**src/rtl/sequential_multiplier.sv**
```systemverilog
// Unsigned shift-and-add multiplier. Each busy cycle consumes one multiplier
// bit. A busy flag and a down-counter sequence the operation. The result
// appears on z together with a one-cycle z_valid strobe.
module sequential_multiplier #(
    parameter int Multiplicand_length = 5,
    parameter int Multiplier_length   = 2
) (
    input  logic                                           clk,
    input  logic                                           rst,
    input  logic [Multiplicand_length-1:0]                 a,
    input  logic [Multiplier_length-1:0]                   b,
    input  logic                                           ab_valid,
    output logic                                           ab_ready,
    output logic [Multiplicand_length+Multiplier_length-1:0] z,
    output logic                                           z_valid
);

    localparam int N  = Multiplicand_length;
    localparam int M  = Multiplier_length;
    localparam int W  = N + M;
    localparam int CW = $clog2(M + 1);

    logic          busy;
    logic [CW-1:0] count;
    logic [W-1:0]  mcand;
    logic [M-1:0]  mplier;
    logic [W-1:0]  acc;
    logic [W-1:0]  acc_next;

    // Idle means ready. No buffering happens: operands offered while busy are dropped.
    assign ab_ready = ~busy;

    // Accumulator value after this cycle's conditional add.
    always_comb begin
        // NOTE: default first so every path assigns acc_next and no latch is inferred.
        acc_next = acc;
        if (mplier[0]) begin
            acc_next = acc + mcand;
        end
    end

    // Accept operands, step the datapath while busy, publish the result on the last step.
    always_ff @(posedge clk or negedge rst) begin
        if (!rst) begin
            // NOTE: every register here is a flop with no memory array, so all of them
            // are reset and abort cleanly mid-operation.
            busy    <= 1'b0;
            count   <= '0;
            mcand   <= '0;
            mplier  <= '0;
            acc     <= '0;
            z       <= '0;
            z_valid <= 1'b0;
        end else begin
            // NOTE: non-blocking throughout, so every read below sees the pre-edge value.
            z_valid <= 1'b0;
            if (!busy) begin
                // a and b are sampled only here, so idle X/Z on them cannot reach z.
                if (ab_valid) begin
                    mcand  <= {{M{1'b0}}, a};
                    mplier <= b;
                    acc    <= '0;
                    count  <= CW'(M);
                    busy   <= 1'b1;
                end
            end else begin
                acc    <= acc_next;
                mcand  <= mcand << 1;
                mplier <= mplier >> 1;
                count  <= count - 1'b1;
                if (count == CW'(1)) begin
                    z       <= acc_next;
                    z_valid <= 1'b1;
                    busy    <= 1'b0;
                end
            end
        end
    end

endmodule

```
**config.mk**
```make
export PLATFORM = sky130hd
export DESIGN_NAME = sequential_multiplier
export DESIGN_NICKNAME = d
export VERILOG_FILES = /design/src/rtl/sequential_multiplier.sv
export SDC_FILE = /design/constraint.sdc
export NUM_CORES = 1
export LEC_CHECK = 0
export ABC_CLOCK_PERIOD_IN_PS = 4050
export BUFFER_PORTS_ARGS = -buffer_cell sky130_fd_sc_hd__buf_4
export CELL_PAD_IN_SITES_DETAIL_PLACEMENT = 0
export CELL_PAD_IN_SITES_GLOBAL_PLACEMENT = 2
export CORE_ASPECT_RATIO = 0.9
export CORE_MARGIN = 4
export CORE_UTILIZATION = 30
export CTS_CLUSTER_DIAMETER = 200
export DETAILED_ROUTE_END_ITERATION = 10
export PLACE_DENSITY_LB_ADDON = 0.1
export SYNTH_ARGS = -nofsm -noshare
export SYNTH_HDL_FRONTEND = slang
export SYNTH_SLANG_ARGS = --single-unit
```
**constraint.sdc**
```tcl
create_clock -name clk -period 4.05 [get_ports clk]
set_input_delay 0.6075 -clock clk [delete_from_list [all_inputs] [get_ports clk]]
set_output_delay 0.6075 -clock clk [all_outputs]
set_load 0.02 [all_outputs]
```
# [Yosys cells after proc, flatten, opt, wreduce, memory -nomap -nowiden]
# Cells that the tools add are included.
[totals] wordCells=27 reg_bits=27
[op_classes] eq_ne=1 addsub=2 reduce_logical=2 muxes=14 bitwise=1
[ops] operator="2-to-1 mux 7 bit" n=5
[ops] operator="2-to-1 mux 2 bit" n=4
[ops] operator="adder 7 bit" n=1
[ops] operator="2-to-1 mux 1 bit" n=5
[ops] operator="== test 2 x 1 -> 1 bit, second input constant" n=1
[ops] operator="AND reduction 2 bit" n=1
[ops] operator="nonzero test 2 bit" n=1
[ops] operator="subtractor 2 x 1 -> 2 bit, second input constant" n=1
[ops] operator="inverter 1 bit" n=1

# [Logic depth before layout (Yosys ltp)]
[logic_depth] depth_word=3 mapped_depth=8 mapped_depth_nobuf=8

# [Worst setup path before layout]
# Ideal clock, no wire load.
[synth_path] path_kind="register -> register" start="reg mcand[0]" end="reg z[6]" path_slack_ns=2.133 t_arrival_ns=1.792 n_path_buf=0 path_stages_with_launch=9 cell_sequence="dfrtp_1 ha_1 inv_1 fa_1 nor2b_1 o211ai_1 a211oi_2 xnor2_1 mux2_4"
[synth_between] elab_chain_len=2
[synth_rtl] element="from (decl)" line_no="25" rtl="logic [W-1:0] mcand;"
[synth_rtl] element="from (signal assigned)" line_no="60" rtl="mcand <= {{M{1'b0}}, a};"
[synth_rtl] element="from (signal assigned)" line_no="68" rtl="mcand <= mcand << 1;"
[synth_rtl] element="adder 7 bit" line_no="38" rtl="acc_next = acc + mcand;"
[synth_rtl] element="2-to-1 mux 7 bit" line_no="37" rtl="if (mplier[0]) begin"
[synth_rtl] element="to (signal assigned)" line_no="72" rtl="z <= acc_next;"
[synth_rtl] element="to (decl)" line_no="14" rtl="output logic [Multiplicand_length+Multiplier_length-1:0] z,"
# Every way passes these cells.
# A chain may end at the register's enable or synchronous reset.

# [Worst setup path after layout]
[layout_path] start="reg busy" end="out ab_ready"
[layout_between] elab_chain_len=1
[layout_rtl] element="from (decl)" line_no="23" rtl="logic busy;"
[layout_rtl] element="from (signal assigned)" line_no="47" rtl="busy <= 1'b0;"
[layout_rtl] element="from (signal assigned)" line_no="64" rtl="busy <= 1'b1;"
[layout_rtl] element="from (signal assigned)" line_no="74" rtl="busy <= 1'b0;"
[layout_rtl] element="inverter 1 bit" line_no="31" rtl="assign ab_ready = ~busy;"
[layout_rtl] element="to (decl)" line_no="13" rtl="output logic ab_ready,"
# Every way passes these cells.

==> impl_metrics.csv <==
group,metric,value,unit
sta,timing.slew.headroom,0.535,
floorplan,initial_core_util,0.319,
setup_path,worstSetupEndpointType,"output pin",
synth,synth_cell_types,35,
layout,final_util,0.368,
clocking,cts_made_buffers,3,
clocking,clockBufferDepth,2,
place,gp_congestion,0.815,
synth,syn_area,1450,um^2
routing,wl_per_cell,14.5,um
synth,netlist.area_leader.share,0.466,
routing,route.vias.total,1095,
synth,ys_ff_latch,27,
clocking,cts_resized,0,
floorplan,io_pins,19,
layout,num_antenna_cells,0,
sta,fin_crit,2.30,ns
floorplan,fp.dieW,81.3,um
sta,grt_setup_unrepaired,"no",
floorplan,dieArea,6010,um^2
clocking,cts_tree,"yes",
synth,yosys.area.top_type,"dfrtp_1",
synth,synth_top_family_by_area,"simple AND/OR/NAND/NOR gates",
sta,finalHoldViolCount,0,
routing,drtPass1Iterations,5,
setup_path,arrival,1.69,ns
clocking,post_cts_buffers,0,
clocking,clock_sinks,27,
clocking,cts-root-buf,"clkbuf_8",
floorplan,core-area,4550,um^2
global_route,grt_pass1_vias,1105,
sta,min_period_over_period,0.568,
setup_path,path_max_fanout,24,
layout,drive_above_1_share,0.160,
sta,finalSetupTns,0,ns
layout,final_common_cell,"dfrtp_1",
setup_path,crit_type,"flip-flop to output pin",
clocking,path_clk_slew,0.09,ns
layout,finalNetCount,182,
sta,whs,0.231,ns
setup_path,critPathLaunchType,"flip-flop",
synth,synth_compound_area_frac,0.154,
routing,drt_wl_total,3.26,mm
routing,drc,0,
synth,syn_inst,148,
sta,finalSetupViolCount,0,
synth,synth-xor-area-share,0.0181,
synth,ys_seq_area_frac,0.466,
global_route,grt.overflow.total,0,
worst_hold_path,hp-class,"primary input to asynchronous set/reset pin",
layout,nFillCells,481,
sta,timing.fmax,435,MHz
power,p_per_area,684,nW/um^2
synth,ys.warnings.count,0,
synth,synth-adder-area-share,0.0743,
run_status,run_status,"completed",
sta,max_slew.worst_pin.slew,0.698,ns
layout,area_growth,15.4,%
clocking,cts_hold_buf,0,
synth,syn-num-nets,166,
global_route,antenna_found_initial,0,
routing,drtIter0Drc,67,
layout,layout_common_cells,"dfrtp_1 (27), nand2_1 (25), o21ai_0 (20)",
clocking,htreeDepth,1,
synth,yosys-top-cells-area,"dfrtp_1 (47%), o21ai_0 (6.9%), nand2_1 (6.5%)",
power,cellLeakagePower,0.817,nW
global_route,track_usage,0.123,
synth,syn-mean-instance-area,9.79,um^2
place,dp_hpwl,2.40,mm
synth,synth-simple-area-share,0.157,
floorplan,row_count,23,
setup_path,cp.required,3.44,ns
routing,viasPerCell,4.87,
run,maxCapViolCount,0,
floorplan,die_h,73.9,um
global_route,grt_max_degree,28,
global_route,grt_pass1_wl,5.64,mm
place,port-buffer-count,18,
power,ir_drop,0.256,mV
clocking,clock_latency,0.27,ns
sta,drv_slew,0,
synth,synthMuxAreaShare,0.0881,
routing,drtAntennaViolNets,0,
sta,fin_skew,0.00409,ns
critical path: stages, from the launching register on:
cell and delay (ns):
dfrtp_1 0.80, inv_1 0.36, buf_4 0.26
stage by stage:
step	total power, mW	setup slack [ns]	std cells	instance area (um^2)
3_3_place_gp	0.983	2.01	221	1630
3_5_place_dp	1.00	1.98	221	1630
6_report	1.14	1.75	225	1670
5_1_grt	1.25	1.59	225	1670
2_1_floorplan	0.834	2.13	148	1450
4_1_cts	1.16	1.71	225	1670
state kept, by name, indices dropped and copies added (netlist names):
register,cells
z,7
count,2
busy,1
z_valid,1
mcand,7
mplier,2
acc,7
Yosys cell counts (all sizes together):
cell	n
nand4	1
o211ai	1
a22o	3
o221ai	1
or4b	1
nand3	5
ha	7
dfrtp	27
and3b	1
a21oi	4
and3	1
inv	7
or2	1
nand2	25
a21o	1
nand3b	2
or3	1
nor2b	2
o21bai	1
buf	2
a31oi	1
nor3b	2
o21ai	20
o2111a	1
xnor2	3
a211oi	2
clkbuf	5
o21a	1
mux2i	9
nor2	6
fa	1
mux2	3
area by class of cell:
| cell class | count | area, um^2 | area share |
|---|---|---|---|
| Multi-Input combinational cell | 107 | 712 | 0.426 |
| Inverter | 7 | 26.3 | 0.0157 |
| Timing Repair Buffer | 18 | 135 | 0.0808 |
| Clock buffer | 4 | 45.0 | 0.0269 |
| Tap cell | 62 | 77.6 | 0.0464 |
| Sequential cell | 27 | 676 | 0.404 |
where the power goes:
group | internal (mW) | switching (mW) | total [mW]
Sequential | 0.370 | 0.123 | 0.493
Combinational | 0.222 | 0.274 | 0.496
Clock | 0.0705 | 0.0840 | 0.154
Total | 0.662 | 0.482 | 1.14
worst paths after layout:
check / start / endpoint / slack (ns) / cells after the start
worst max-delay path: busy / ab_ready / 1.75 / 2
worst min-delay path: rst / mcand[4] / 0.23 / 1
worst max register to register: mcand[0] / z[6] / 1.96 / 8
worst min register to register: z[0] / z[0] / 0.49 / 2
max in group asynchronous: rst / mplier[0] / 3.54 / 1
min in group clk: z[0] / z[0] / 0.49 / 2
layer usage:
layer / routed length, um / track usage / part of all wire
met5: 0 / 0 / 0
met4: 17 / 0.0169 / 0.0052
met3: 98 / 0.0254 / 0.030
met2: 1500 / 0.208 / 0.46
met1: 1640 / 0.166 / 0.50
logic make-up (layout without fill, tap and decap cells):
logic type | count (synthesis) | after routing
mux | 12 | 12
buf+inv | 14 | 29
compound gates | 36 | 36
fa+ha+maj | 8 | 8
simple gates | 48 | 48
xor+xnor | 3 | 3
flops | 27 | 27
(Power assumes the default switching activity.)
